--- src/rtl/kyber_pkg.sv ---
// Shared Kyber constants and types for the sampling / NTT-domain datapath.
package kyber_pkg;

    localparam logic [11:0] KYBER_Q = 12'd3329;
    localparam int          KYBER_N = 256;
    localparam int          COEFF_W = 12;

    typedef logic [COEFF_W-1:0] coeff_t;

    typedef enum logic [1:0] {
        RS_IDLE,
        RS_WAIT_BLK,
        RS_SAMPLE,
        RS_DONE
    } rs_state_t;

endpackage

--- src/rtl/rs_triple_parse.sv ---
// Splits one 3-byte group of XOF output into two 12-bit candidates and flags
// which of them fall inside [0, q).
module rs_triple_parse
    import kyber_pkg::*;
(
    input  logic [23:0] triple,
    output coeff_t      d1,
    output coeff_t      d2,
    output logic        d1_ok,
    output logic        d2_ok
);

    // b0 = triple[7:0], b1 = triple[15:8], b2 = triple[23:16]
    assign d1    = triple[11:0];   // {b1[3:0], b0}
    assign d2    = triple[23:12];  // {b2, b1[7:4]}
    assign d1_ok = d1 < KYBER_Q;
    assign d2_ok = d2 < KYBER_Q;

endmodule

--- src/rtl/rej_sample_ntt.sv ---
// Kyber uniform rejection sampler: consumes squeezed SHAKE128 rate blocks and
// emits 256 indexed coefficients in [0, q), one candidate evaluated per cycle.
module rej_sample_ntt
    import kyber_pkg::*;
#(
    parameter int R          = 1344,
    parameter int MAX_BLOCKS = 4
) (
    input  logic          clk,
    input  logic          rst,
    input  logic          start,
    output logic          blk_req,
    input  logic          blk_valid,
    output logic          blk_ready,
    input  logic [R-1:0]  blk_data,
    output logic          coeff_valid,
    output logic [11:0]   coeff,
    output logic [7:0]    coeff_idx,
    output logic          done,
    output logic          fail
);

    localparam int NTRI = R / 24;
    localparam int TW   = $clog2(NTRI);
    localparam int BW   = $clog2(MAX_BLOCKS + 1);

    rs_state_t     state;
    logic [R-1:0]  sreg;
    logic          phase;
    logic [TW-1:0] tri_cnt;
    logic [8:0]    cnt;
    logic [BW-1:0] blk_cnt;

    coeff_t d1, d2, cand;
    logic   d1_ok, d2_ok, cand_ok;
    logic   last_cand, last_coeff, blocks_gone;

    rs_triple_parse u_parse (
        .triple (sreg[23:0]),
        .d1     (d1),
        .d2     (d2),
        .d1_ok  (d1_ok),
        .d2_ok  (d2_ok)
    );

    assign cand        = phase ? d2 : d1;
    assign cand_ok     = phase ? d2_ok : d1_ok;
    assign last_cand   = phase && (tri_cnt == TW'(NTRI - 1));
    assign last_coeff  = cand_ok && (cnt == 9'(KYBER_N - 1));
    assign blocks_gone = blk_cnt == BW'(MAX_BLOCKS);

    assign blk_req   = state == RS_WAIT_BLK;
    assign blk_ready = state == RS_WAIT_BLK;

    always_ff @(posedge clk) begin
        if (rst) begin
            state       <= RS_IDLE;
            sreg        <= '0;
            phase       <= 1'b0;
            tri_cnt     <= '0;
            cnt         <= '0;
            blk_cnt     <= '0;
            coeff_valid <= 1'b0;
            coeff       <= '0;
            coeff_idx   <= '0;
            done        <= 1'b0;
            fail        <= 1'b0;
        end else begin
            coeff_valid <= 1'b0;
            case (state)
                RS_IDLE, RS_DONE: begin
                    if (start) begin
                        state   <= RS_WAIT_BLK;
                        done    <= 1'b0;
                        fail    <= 1'b0;
                        cnt     <= '0;
                        blk_cnt <= '0;
                    end
                end
                RS_WAIT_BLK: begin
                    if (blk_valid) begin
                        sreg    <= blk_data;
                        blk_cnt <= blk_cnt + 1'b1;
                        phase   <= 1'b0;
                        tri_cnt <= '0;
                        state   <= RS_SAMPLE;
                    end
                end
                RS_SAMPLE: begin
                    if (cand_ok) begin
                        coeff_valid <= 1'b1;
                        coeff       <= cand;
                        coeff_idx   <= cnt[7:0];
                        cnt         <= cnt + 1'b1;
                    end
                    phase <= ~phase;
                    if (phase) begin
                        sreg    <= sreg >> 24;
                        tri_cnt <= tri_cnt + 1'b1;
                    end
                    // A full polynomial wins over block exhaustion on the same candidate.
                    if (last_coeff) begin
                        state <= RS_DONE;
                        done  <= 1'b1;
                    end else if (last_cand) begin
                        if (blocks_gone) begin
                            state <= RS_DONE;
                            done  <= 1'b1;
                            fail  <= 1'b1;
                        end else begin
                            state <= RS_WAIT_BLK;
                        end
                    end
                end
                default: state <= RS_IDLE;
            endcase
        end
    end

endmodule

--- config.mk ---
export PLATFORM = sky130hd
export DESIGN_NAME = rej_sample_ntt
export DESIGN_NICKNAME = d
export VERILOG_FILES = /design/src/rtl/kyber_pkg.sv /design/src/rtl/rs_triple_parse.sv /design/src/rtl/rej_sample_ntt.sv
export SDC_FILE = /design/constraint.sdc
export NUM_CORES = 2
export LEC_CHECK = 0
export CAP_MARGIN = 15
export CORE_AREA = 2 2 527 529
export CTS_CLUSTER_DIAMETER = 200
export CTS_CLUSTER_SIZE = 8
export DETAILED_ROUTE_END_ITERATION = 10
export DIE_AREA = 0 0 529 531
export DONT_BUFFER_PORTS = 1
export PLACE_DENSITY = 0.46
export SYNTH_ARGS = -nofsm -noshare
export SYNTH_HDL_FRONTEND = slang
export SYNTH_SLANG_ARGS = --single-unit
--- constraint.sdc ---
create_clock -name clk -period 4.8 [get_ports clk]
set_clock_uncertainty 0.2 [all_clocks]
set_input_delay 0.72 -clock clk [delete_from_list [all_inputs] [get_ports clk]]
set_output_delay 0.72 -clock clk [all_outputs]
set_load 0.01 [all_outputs]
# [After elaboration in Yosys (flattened, before gate mapping)]
# Index checks and enable logic that the tools add are counted.
[op_classes] add_sub_neg=3 magnitude_cmp=2 eq_ne=15 n_mux=30 n_bitwise=2 n_reduce_logical=16
[ops] operator="2-to-1 mux 1344 bit" count=2
[ops] operator="case mux 1344 bit (2 select lines)" count=1
[ops] operator="less-than comparator 12 bit (second input constant)" count=2
[ops] operator="2-to-1 mux 9 bit" count=2
[ops] operator="case mux 9 bit (2 select lines)" count=1
[ops] operator="!= test 2 bit (second input constant)" count=7
[ops] operator="2-to-1 mux 12 bit" count=1
[ops] operator="2-to-1 mux 6 bit" count=2
[ops] operator="case mux 6 bit (2 select lines)" count=1
[ops] operator="AND reduction 3 bit" count=4
[ops] operator="2-to-1 mux 2 bit" count=5
[ops] operator="adder 9 x 1 -> 9 bit (second input constant)" count=1
[ops] operator="== test 9 x 8 -> 1 bit (second input constant)" count=1
[ops] operator="2-to-1 mux 1 bit" count=8
[ops] operator="adder 6 x 1 -> 6 bit (second input constant)" count=1
[ops] operator="== test 6 bit (second input constant)" count=1
[ops] operator="2-to-1 mux 3 bit" count=2
[ops] operator="!= test 3 bit (second input constant)" count=2
[ops] operator="case mux 1 bit (2 select lines)" count=3
[ops] operator="case mux 2 bit (3 select lines)" count=1
[ops] operator="case mux 3 bit (2 select lines)" count=1
[ops] operator="nonzero test 2 bit" count=3
[ops] operator="AND reduction 5 bit" count=1
[ops] operator="== test 2 bit (second input constant)" count=2
[ops] operator="9 further kinds" count=13
[word_totals] reg_bits=1388 inputBits=1348 word_cells=79

# [Longest topological paths before layout]
[depth] word_depth=5 depth_mapped=10 mapped_depth_nobuf=7

# [By module]
# A second synthesis with hierarchy kept.
[hier_totals] cells_unflattened=6202 area_unflattened_um2=67159.4
[modules_own_cells] mod="rej_sample_ntt" n_inst=1 cells_each=6170 area_each_um2=66901.7
[modules_own_cells] mod="rs_triple_parse" n_inst=1 cells_each=32 area_each_um2=257.7

# [Worst setup path before layout]
# OpenSTA, ideal clock, no wires.
[synth_path] path_type="input -> register" from="in blk_valid" to="reg sreg[1204]" t_arrival_ns=2.306 path_slack_ns=2.157 cell_stages=7 n_path_buf=4 path_cell_list="clkbuf_1 > mux2i_1 > nor2_1 > clkbuf_1 > clkbuf_1 > clkbuf_1 > a211oi_1"
[synth_between] elab_chain_cells=2
[synth_rtl] item="start: declaration" line="rej_sample_ntt.sv:13" rtl="input logic blk_valid,"
[synth_rtl] item="!= test 2 bit (no line)"
[synth_rtl] item="AND reduction 3 bit (no line)"
[synth_rtl] item="end signal: assignment" line="rej_sample_ntt.sv:82" rtl="sreg <= blk_data;"
[synth_rtl] item="end signal: assignment" line="rej_sample_ntt.sv:98" rtl="sreg <= sreg >> 24;"
[synth_rtl] item="end: declaration" line="rej_sample_ntt.sv:28" rtl="logic [R-1:0] sreg;"
# Every way passes these cells.
# A chain may end at the register's enable or synchronous reset.

# [Worst setup path in the final report]
[layout_path] from="reg state[0]" to="reg sreg[77]"
[layout_between] elab_chain_cells=3
[layout_rtl] item="start: declaration" line="rej_sample_ntt.sv:27" rtl="rs_state_t state;"
[layout_rtl] item="start signal: assignment" line="rej_sample_ntt.sv:57" rtl="state <= RS_IDLE;"
[layout_rtl] item="start signal: assignment" line="rej_sample_ntt.sv:73" rtl="state <= RS_WAIT_BLK;"
[layout_rtl] item="start signal: assignment" line="rej_sample_ntt.sv:86" rtl="state <= RS_SAMPLE;"
[layout_rtl] item="== test 2 bit or == test 2 x 1 -> 1 bit (tied branches)" line="rej_sample_ntt.sv:70" rtl="case (state)"
[layout_rtl] item="!= test 2 bit (no line) or nonzero test 2 bit (tied branches)"
[layout_rtl] item="AND reduction 3 bit (no line)"
# Several ways; a longest one is shown, not always the timed one.

==> metrics <==
status finished clean; Die Area 281,000 sq um; Post-Syn Nets 7,549; Detailed Route Iter0 Violations 3,004; Max Slew Vio Count 0; Hold Violations, Final 0; Final HPWL DP 192 mm; number of flops mapped to enable cells by yosys 0; Seq/Total Area, Yosys 0.463; Initial Utilization 0.218; setup slack after layout 0.788 ns; clk buf depth 4; Routed Antenna Nets 0; GR Util met1 0.209; vias per cell 4.68; area grow syn2layout 35.1%; Worst Min Path Start blk_data[1183]; Most common cell on crit path buf_12; CP peak stage delay 0.63 ns; Worst R2R Path Depth 10; Post-Synthesis Cell Area 60,000 sq um; Crit. End Element flip-flop; worst path buffer plus inverter count 5; GRT Max-Usage Layer met2; WHS Endpoint sreg[1183]$_SDFFE_PP0P_; RSZ-0062 raised after global routing no; Core Rows 193; DP Cell Count 9,267; most frequent cells in the layout dfxtp_1, nor2_1, mux2i_1, a211oi_1, dlygate4sd3_1; initial antenna violation count 154; Yosys cell types 51; Vias 50.6k; DRC viols 0; final cell count without fillers 10.8k; crit share post-route 0.836; core area 275,000 sq um; CP Launch Type flip-flop; critical path type flip-flop to flip-flop; FF/Latch Area 27,800 sq um; count of final setup violators 0; IO buf count 0; reg2reg end sreg[77]$_SDFFE_PP0P_; crit path time final 4.01 ns; Die Y 531 um; Max Cap Viol 0; Routed WL per cell 23.9 um; Hold Crit Class primary input to flip-flop; M2 GR Usage 0.293; clock transition at the registers of the reported paths 0.05 ns; delay-heaviest family, CP buffers and inverters; Reg2Reg Launch Point state[0]$_SDFFE_PP0P_; worst path required time 5.36 ns; area of the multi-input gates 29,700 sq um; crit path max-delay cell type ha_4; Final TNS setup 0 ns; CTS root buf clkbuf_16; vias in the first global route 49.8k; Max IR drop VDD 0.360 mV; H-Tree Depth 4; f_max 249 MHz; Cell Pwr Density 527 nW/um^2; share of layout cells above drive strength 1 0.0435; most common cell after layout, fill and taps aside dfxtp_1; cells after synthesis 6,193; gpl congestion 0.880; static leakage 25.1 nW; nets@finish 8,466; Top FF cell, synth dfxtp_1; CP arrival 4.57 ns; IO Count 1,373; met3 Usage GRT 0.0461; fill count 28.6k; largest net degree at the start of global routing 250; first-pass GRT wire length 361 mm; CTS tree done; Hold Path Stages 2; Post-synth ARST share 0; Synth Warn # 0; number of buffers created by CTS 196; Post-CTS Setup Repair Bufs 0; critical path cell sequence inv_1 > ha_4 > mux2i_1 > nor2_4 > buf_12 > buf_12 > buf_4 > nor2_1 > a211oi_1 > dlygate4sd3_1; Global Route Usage Sum 0.174; grt ovf 0; Slew headroom 0.145; reg2reg setup slack 0.79 ns; post_cts resized 0; Avg Inst Size Synth 9.68 sq um; Clock Latency Late Sink 0.83 ns; die width 529 um; DR pass1 iterations 5; final wirelength 258 mm; Worst-Margin Slew 1.28 ns; CP max FO 122; clock sinks 1,388; dpl ws 1.03 ns; Yosys reg bits 1,388
## how the worst max path moves through the flow
| stage | from | endpoint | slack, ns | depth (start not counted) |
|---|---|---|---|---|
| 2_1_floorplan | blk_valid | sreg[1204]$_SDFFE_PP0P_ | 2.16 | 7 |
| 3_3_place_gp | rst | sreg[717]$_SDFFE_PP0P_ | 1.07 | 4 |
| 3_5_place_dp | rst | sreg[963]$_SDFFE_PP0P_ | 1.03 | 4 |
| 4_1_cts | state[0]$_SDFFE_PP0P_ | sreg[77]$_SDFFE_PP0P_ | 0.74 | 10 |
| 5_1_grt | state[0]$_SDFFE_PP0P_ | sreg[77]$_SDFFE_PP0P_ | 0.51 | 10 |
| 6_report | state[0]$_SDFFE_PP0P_ | sreg[77]$_SDFFE_PP0P_ | 0.79 | 10 |
## Yosys cell counts (3+ instances only)
cell	count	area [sq um]
dfxtp_1	1388	27800
nor2_1	1342	5040
mux2i_1	1337	13400
a211oi_1	1321	9920
clkbuf_1	496	1860
buf_2	87	435
a21oi_1	25	125
a22o_1	24	210
nand3_1	18	90.1
o21ai_0	18	90.1
buf_1	16	60.1
nand2_1	15	56.3
a211oi_2	11	138
ha_1	8	100
buf_6	7	78.8
inv_1	7	26.3
nand2b_1	6	37.5
nand4_1	5	31.3
a21boi_0	4	30.0
a22oi_1	4	30.0
o31ai_1	4	30.0
or4_1	4	30.0
nand3b_1	3	22.5
nor3_1	3	15.0
xor2_1	3	26.3
## power by group
group | internal [mW] | total [mW] | switching (mW)
Combinational | 5.09 | 11.9 | 6.85
Clock | 7.34 | 12.6 | 5.28
Sequential | 15.3 | 18.1 | 2.83
## routing by layer
layer	share of wire	vias to the layer above
met5	0.0014	-
met4	0.039	56
met3	0.068	502
met2	0.48	1674
met1	0.41	23806
li1	-	24580
## registers in the layout, summed over array words and instances, names as in the netlist
signal and count:
blk_cnt 3, cnt 9, coeff 12, coeff_idx 8
coeff_valid 1, done 1, fail 1, phase 1
sreg 1344, state 2, tri_cnt 6
## per-stage QoR
step                      area [sq um]  hold WS (ns)   util  total power [mW]
after floorplan                  60000         0.244      -              25.9
after global placement           63100         0.258  0.229              28.8
after detailed placement         63100         0.266  0.229              29.2
after CTS                        80800      0.000905  0.294              43.1
after global routing             81000        0.0175  0.294              45.4
final                            81100        0.0666  0.294              42.7
## cells by family (layout without fill, tap and decap cells)
logic type | Yosys count | after routing | synth area share
compound gates | 1424 | 1424 | 0.178
simple gates | 1413 | 1413 | 0.0912
flops | 1388 | 1388 | 0.463
mux | 1338 | 1338 | 0.223
buf+inv | 618 | 1548 | 0.0418
fa+ha+maj | 8 | 8 | 0.00167
xor+xnor | 4 | 4 | 0.000584
other cells | 0 | 88 | 0
## area by class of cell
cell class	instances	share of cell area
multi-input cells	4187	0.366
flip-flops and latches	1388	0.343
repair buffers	1330	0.168
clock buffers	200	0.0616
well taps	3607	0.0557
diodes	88	0.00272
clock inverters	11	0.00261
inverters	7	0.000324
## repair_timing
item / 4_1_cts / 5_1_grt
hold buffers: 1251 / 1
setup endpoints to repair: 0 / 0
hold endpoints to repair: 1266 / 1
Note: power is estimated with default switching activity, not from simulation.
